`src/rtl/pll_lock_qualifier_if.sv`:
```
// Signal bundle between the PLL lock qualifier and its surrounding logic.
// The slave side is the qualifier itself; the master side drives the raw flag and run request.
interface pll_lock_qualifier_if #(
   parameter int LOSS_CNT_W = 8
) ();
   logic                  pll_locked_raw;
   logic                  run_req;
   logic                  pll_locked;
   logic                  clk_en;
   logic                  pll_areset;
   logic [LOSS_CNT_W-1:0] loss_count;
   logic [1:0]            fsm_state;

   modport master (
      output pll_locked_raw,
      output run_req,
      input  pll_locked,
      input  clk_en,
      input  pll_areset,
      input  loss_count,
      input  fsm_state
   );

   modport slave (
      input  pll_locked_raw,
      input  run_req,
      output pll_locked,
      output clk_en,
      output pll_areset,
      output loss_count,
      output fsm_state
   );
endinterface

```
`src/rtl/pll_lock_qualifier.sv`:
```
// Qualifies the asynchronous PLL lock flag into a clean pll_locked / clk_en pair,
// counts lock losses and pulses pll_areset when lock never arrives.
module pll_lock_qualifier #(
   parameter int SYNC_STAGES    = 2,
   parameter int LOCK_CYCLES    = 1024,
   parameter int TIMEOUT_CYCLES = 65536,
   parameter int PLL_RST_CYCLES = 16,
   parameter int ENABLE_DELAY   = 8,
   parameter int LOSS_CNT_W     = 8
) (
   input  logic                 clk_in,
   input  logic                 reset,
   pll_lock_qualifier_if.slave  bus
);

   localparam int MAX_A  = (LOCK_CYCLES > TIMEOUT_CYCLES) ? LOCK_CYCLES : TIMEOUT_CYCLES;
   localparam int MAX_B  = (PLL_RST_CYCLES > ENABLE_DELAY) ? PLL_RST_CYCLES : ENABLE_DELAY;
   localparam int MAX_C  = (MAX_A > MAX_B) ? MAX_A : MAX_B;
   localparam int CNT_W  = $clog2(MAX_C + 1);

   localparam logic [CNT_W-1:0] LOCK_LAST    = CNT_W'(LOCK_CYCLES - 1);
   localparam logic [CNT_W-1:0] TIMEOUT_LAST = CNT_W'(TIMEOUT_CYCLES - 1);
   localparam logic [CNT_W-1:0] PRST_LAST    = CNT_W'(PLL_RST_CYCLES - 1);
   localparam logic [CNT_W-1:0] ENABLE_LAST  = CNT_W'(ENABLE_DELAY - 1);

   typedef enum logic [1:0] {
      S_WAIT = 2'd0,
      S_QUAL = 2'd1,
      S_LOCK = 2'd2,
      S_PRST = 2'd3
   } state_t;

   state_t                 state;
   logic [CNT_W-1:0]       cnt;
   logic [SYNC_STAGES-1:0] sync;
   logic                   lk_s;
   logic                   pll_locked;
   logic                   clk_en;
   logic                   pll_areset;
   logic [LOSS_CNT_W-1:0]  loss_count;

   function automatic logic [LOSS_CNT_W-1:0] sat_inc(input logic [LOSS_CNT_W-1:0] v);
      return (&v) ? v : v + 1'b1;
   endfunction

   // Synchronizer: bit 0 samples the asynchronous flag, the top bit feeds the FSM.
   always_ff @(posedge clk_in or posedge reset) begin
      if (reset) begin
         sync <= '0;
      end else begin
         sync <= {sync[SYNC_STAGES-2:0], bus.pll_locked_raw};
      end
   end

   assign lk_s = sync[SYNC_STAGES-1];

   always_ff @(posedge clk_in or posedge reset) begin
      if (reset) begin
         state      <= S_WAIT;
         cnt        <= '0;
         pll_locked <= 1'b0;
         clk_en     <= 1'b0;
         pll_areset <= 1'b0;
         loss_count <= '0;
      end else begin
         case (state)
            S_WAIT: begin
               if (lk_s) begin
                  state <= S_QUAL;
                  cnt   <= '0;
               end else if (cnt == TIMEOUT_LAST) begin
                  state      <= S_PRST;
                  cnt        <= '0;
                  pll_areset <= 1'b1;
               end else begin
                  cnt <= cnt + 1'b1;
               end
            end
            S_QUAL: begin
               if (!lk_s) begin
                  state <= S_WAIT;
                  cnt   <= '0;
               end else if (cnt == LOCK_LAST) begin
                  state      <= S_LOCK;
                  cnt        <= '0;
                  pll_locked <= 1'b1;
               end else begin
                  cnt <= cnt + 1'b1;
               end
            end
            S_LOCK: begin
               // Lock loss outranks run_req so clk_en can never outlive pll_locked.
               if (!lk_s) begin
                  state      <= S_WAIT;
                  cnt        <= '0;
                  pll_locked <= 1'b0;
                  clk_en     <= 1'b0;
                  loss_count <= sat_inc(loss_count);
               end else if (!bus.run_req) begin
                  clk_en <= 1'b0;
                  cnt    <= '0;
               end else if (!clk_en) begin
                  if (cnt == ENABLE_LAST) begin
                     clk_en <= 1'b1;
                  end else begin
                     cnt <= cnt + 1'b1;
                  end
               end
            end
            S_PRST: begin
               if (cnt == PRST_LAST) begin
                  state      <= S_WAIT;
                  cnt        <= '0;
                  pll_areset <= 1'b0;
               end else begin
                  cnt <= cnt + 1'b1;
               end
            end
            default: begin
               state <= S_WAIT;
               cnt   <= '0;
            end
         endcase
      end
   end

   assign bus.pll_locked = pll_locked;
   assign bus.clk_en     = clk_en;
   assign bus.pll_areset = pll_areset;
   assign bus.loss_count = loss_count;
   assign bus.fsm_state  = state;

endmodule

```
`src/flat_wrapper.sv`:
```
// flat-port wrapper written by rule: the top's interface ports become plain ports
module pll_lock_qualifier_flat 
#(
   parameter int SYNC_STAGES    = 2,
   parameter int LOCK_CYCLES    = 1024,
   parameter int TIMEOUT_CYCLES = 65536,
   parameter int PLL_RST_CYCLES = 16,
   parameter int ENABLE_DELAY   = 8,
   parameter int LOSS_CNT_W     = 8
)
  (clk_in, reset, bus_pll_locked_raw, bus_run_req, bus_pll_locked, bus_clk_en, bus_pll_areset, bus_loss_count, bus_fsm_state);
  pll_lock_qualifier_if #(.LOSS_CNT_W(LOSS_CNT_W)) bus_i ();
  input  logic clk_in;
  input  logic reset;
  input wire logic [$bits(bus_i.pll_locked_raw)-1:0] bus_pll_locked_raw;
  input wire logic [$bits(bus_i.run_req)-1:0] bus_run_req;
  output wire logic [$bits(bus_i.pll_locked)-1:0] bus_pll_locked;
  output wire logic [$bits(bus_i.clk_en)-1:0] bus_clk_en;
  output wire logic [$bits(bus_i.pll_areset)-1:0] bus_pll_areset;
  output wire logic [$bits(bus_i.loss_count)-1:0] bus_loss_count;
  output wire logic [$bits(bus_i.fsm_state)-1:0] bus_fsm_state;
  assign bus_i.pll_locked_raw = bus_pll_locked_raw;
  assign bus_i.run_req = bus_run_req;
  assign bus_pll_locked = bus_i.pll_locked;
  assign bus_clk_en = bus_i.clk_en;
  assign bus_pll_areset = bus_i.pll_areset;
  assign bus_loss_count = bus_i.loss_count;
  assign bus_fsm_state = bus_i.fsm_state;
  pll_lock_qualifier #(.SYNC_STAGES(SYNC_STAGES), .LOCK_CYCLES(LOCK_CYCLES), .TIMEOUT_CYCLES(TIMEOUT_CYCLES), .PLL_RST_CYCLES(PLL_RST_CYCLES), .ENABLE_DELAY(ENABLE_DELAY), .LOSS_CNT_W(LOSS_CNT_W)) u_core (.clk_in(clk_in), .reset(reset), .bus(bus_i));
endmodule
```
`config.mk`:
```
export PLATFORM = sky130hd
export DESIGN_NAME = pll_lock_qualifier_flat
export DESIGN_NICKNAME = d
export VERILOG_FILES = /design/src/rtl/pll_lock_qualifier_if.sv /design/src/rtl/pll_lock_qualifier.sv /design/src/flat_wrapper.sv
export SDC_FILE = /design/constraint.sdc
export NUM_CORES = 1
export LEC_CHECK = 0
export BUFFER_PORTS_ARGS = -buffer_cell sky130_fd_sc_hd__buf_2
export CAP_MARGIN = 20
export CORE_MARGIN = 3
export CORE_UTILIZATION = 60
export DETAILED_ROUTE_END_ITERATION = 16
export PLACE_DENSITY = 0.82
export SETUP_SLACK_MARGIN = 0.05
export SLEW_MARGIN = 25
export SYNTH_ARGS = -nofsm -noshare
export SYNTH_HDL_FRONTEND = slang
export SYNTH_SLANG_ARGS = --single-unit
```
`constraint.sdc`:
```
create_clock -name clk_in -period 7.1 [get_ports clk_in]
set_clock_uncertainty 0.05 [all_clocks]
set_input_delay 2.13 -clock clk_in [delete_from_list [all_inputs] [get_ports clk_in]]
set_output_delay 2.13 -clock clk_in [all_outputs]
set_load 0.02 [all_outputs]
```
==> impl_metrics.env <==
export IMPL_status="completed"
export IMPL_layout_drive_gt1_share_pct=16.3
export IMPL_io_buffers=16
export IMPL_synth_top_area_share_pct=46.5
export IMPL_die_area_um2=3550
export IMPL_numCtsBuffers=5
export IMPL_gp_congestion=0.876
export IMPL_cts_root_buf="clkbuf_4"
export IMPL_slew_violations=0
export IMPL_io_pins=17
export IMPL_viasPerCell=6.17
export IMPL_fp_row_count=18
export IMPL_finalCritPeriodShare_pct=50.0
export IMPL_max_vdd_ir_drop_mv=0.255
export IMPL_cts_sinks=32
export IMPL_setup_tns_ns=0
export IMPL_path_delay_family="compound AO/OA/AOI/OAI gates"
export IMPL_synthArstFlopShare_pct=100
export IMPL_yosysSeqAreaShare_pct=46.5
export IMPL_crit_path_top_delay_cell="o21ai_1"
export IMPL_clock_fmax_mhz=281
export IMPL_synthTopCellsByCount="32 x dfrtp_1, 19 x nor2_1, 15 x nand2_1"
export IMPL_place_area_um2=1820
export IMPL_grt_max_degree=33
export IMPL_num_antenna_cells=0
export IMPL_worst_slew_pin_transition_ns=0.837
export IMPL_dp_hpwl_um=2490
export IMPL_grt_pass1_vias=1264
export IMPL_syn_avg_cell_area_um2=9.85
export IMPL_synthCells=175
export IMPL_critPathBufInv=1
export IMPL_rsz0062_at_grt="no"
export IMPL_synth_top_family_by_area="simple AND/OR/NAND/NOR gates"
export IMPL_whs_ns=0.309
export IMPL_instances_no_fill=226
export IMPL_area_growth_pct=9.22
export IMPL_htreeDepth=2
export IMPL_synthMuxAreaShare_pct=1.23
export IMPL_start_util_pct=65.9
export IMPL_hold_buffers=0
export IMPL_postCtsSetupBuffers=0
export IMPL_post_place_ws_ns=3.23
export IMPL_layout_nets=203
export IMPL_finalSetupViolations=0
export IMPL_crit_path_end_kind="flip-flop"
export IMPL_crit_required_ns=7.23
export IMPL_insertion_delay_ns=0.33
export IMPL_synth_compound_area_share_pct=11.3
export IMPL_clockBufferDepth=2
export IMPL_drt_iter0_drc=80
export IMPL_synthSimpleGateAreaFrac_pct=26.0
export IMPL_p_seq_share_pct=48.9
export IMPL_cts_resized=0
export IMPL_first_pass_iters=7
export IMPL_critPathKind="in2reg"
export IMPL_finalHoldViolCount=0
export IMPL_drt_wirelength_per_cell_um=14.8
export IMPL_leakage_nw=0.864
export IMPL_synth_edf_count=0
export IMPL_cts_tree="yes"
export IMPL_drt_total_wl_um=3360
export IMPL_max_slew_margin_rel_pct=43.8
export IMPL_synth_ff_type="dfrtp_1"
export IMPL_p_comb_share_pct=29.8
export IMPL_cp_cell_sequence="buf_2 -> and4b_4 -> nand3b_1 -> o21ai_1 -> mux2i_1 -> nor2_1"
export IMPL_grt_pass1_wl_um=5820
export IMPL_drc=0
export IMPL_p_int_mw=0.312
export IMPL_placed_cells=218
export IMPL_ys_warnings_count=0
export IMPL_cp_slowest_stage_delay_ns=0.69
export IMPL_hp_class="reg2reg"
export IMPL_drv_cap=0
export IMPL_yosys_top_cells_area="dfrtp_1 46%, xor2_1 6.6%, nor2_1 4.1%"
export IMPL_syn_num_nets=183
export IMPL_yosys_area_share_adder_pct=2.90
export IMPL_ys_ff_latch=32
export IMPL_path_clk_slew_ns=0.09
export IMPL_synth_area_um2=1720
export IMPL_die_h_um=59.6
export IMPL_postLayoutCellArea_um2=1880
export IMPL_min_period_ns=3.55
export IMPL_p_sw_mw=0.188
export IMPL_die_w_um=59.6
export IMPL_pwr_density_cell_nw_per_um2=266
export IMPL_ant_nets=0
export IMPL_grt_overflow_total=0
export IMPL_synthXorXnorAreaFrac_pct=9.15
export IMPL_synth_largest_area_cell="dfrtp_1"
export IMPL_worstSetupStartpointType="input port"
export IMPL_vias=1394
export IMPL_cp_max_fo=12
export IMPL_yosysMostFrequentCell="dfrtp_1"
export IMPL_antenna_found_initial=0
export IMPL_core_um2=2610
export IMPL_worst_slack_ns=3.55
export IMPL_cp_arrival_ns=3.68
export IMPL_final_core_utilization_pct=72.0
export IMPL_track_usage_pct=22.4
export IMPL_p_clk_share_pct=21.4
export IMPL_synth_distinct_cells=42
export IMPL_p_sw_share_pct=37.6
export IMPL_power_mw=0.500
[power by group through the flow]
stage          clock network [mW]  registers [mW]  logic [mW]
2_1_floorplan                   0           0.256       0.105
3_3_place_gp                    0           0.245       0.145
3_5_place_dp                    0           0.248       0.150
4_1_cts                     0.109           0.244       0.151
5_1_grt                     0.119           0.250       0.167
6_report                    0.107           0.244       0.149
[flip-flops by register name, indices dropped and copies added, names as in the netlist]
signal                 count
u_core.cnt                17
u_core.bus.clk_en          1
u_core.bus.pll_locked      1
u_core.sync                2
u_core.bus.fsm_state       2
u_core.bus.pll_areset      1
u_core.bus.loss_count      8
[cells by family (layout without fill, tap and decap cells)]
| logic type | Yosys count | in the layout |
|---|---|---|
| AND/OR/NAND/NOR | 79 | 79 |
| multiplexers | 2 | 2 |
| AO/OA/AOI/OAI | 29 | 29 |
| flip-flops | 32 | 32 |
| XOR/XNOR | 18 | 18 |
| buffers and inverters | 11 | 32 |
| adder cells (fa/ha/maj) | 4 | 4 |
[path summary, 6_finish.rpt]
path | start | to | slack (ns) | depth (start not counted)
worst min-delay path | u_core.sync[0] | u_core.sync[1] | 0.31 | 0
worst max register to register | u_core.cnt[0] | u_core.cnt[0] | 4.04 | 8
min in group asynchronous | reset | u_core.cnt[16] | 1.81 | 3
worst max-delay path | bus_run_req | u_core.cnt[1] | 3.55 | 6
worst min register to register | u_core.sync[0] | u_core.sync[1] | 0.31 | 0
max in group asynchronous | reset | u_core.cnt[10] | 4.90 | 3
[layout by cell type (no fill, tap or decap), types with 7 or more instances in the layout]
cell and count:
a21oi_1 8, inv_1 7, xor2_1 13, dfrtp_1 32, nand2_1 15, nand3_1 10, nor2_1 19, buf_2 16
[final cells by class]
type                       count  area, um2
clock buffer                   8       58.8
fill                         202        731
inverter                       7       26.3
multi-input combinational    132        871
sequential                    32        801
tap                           30       37.5
timing repair buffer          17       87.6
[metal layers]
metal / vias up / wire length, um / GRT usage (%) / part of all wire, %
met5: - / 0 / 0 / 0
met4: 0 / 66 / 8.86 / 2.0
met3: 9 / 209 / 5.66 / 6.2
met2: 51 / 1620 / 34.8 / 48
met1: 673 / 1460 / 30.2 / 43
li1: 661 / - / - / -
(Power assumes the default switching activity.)
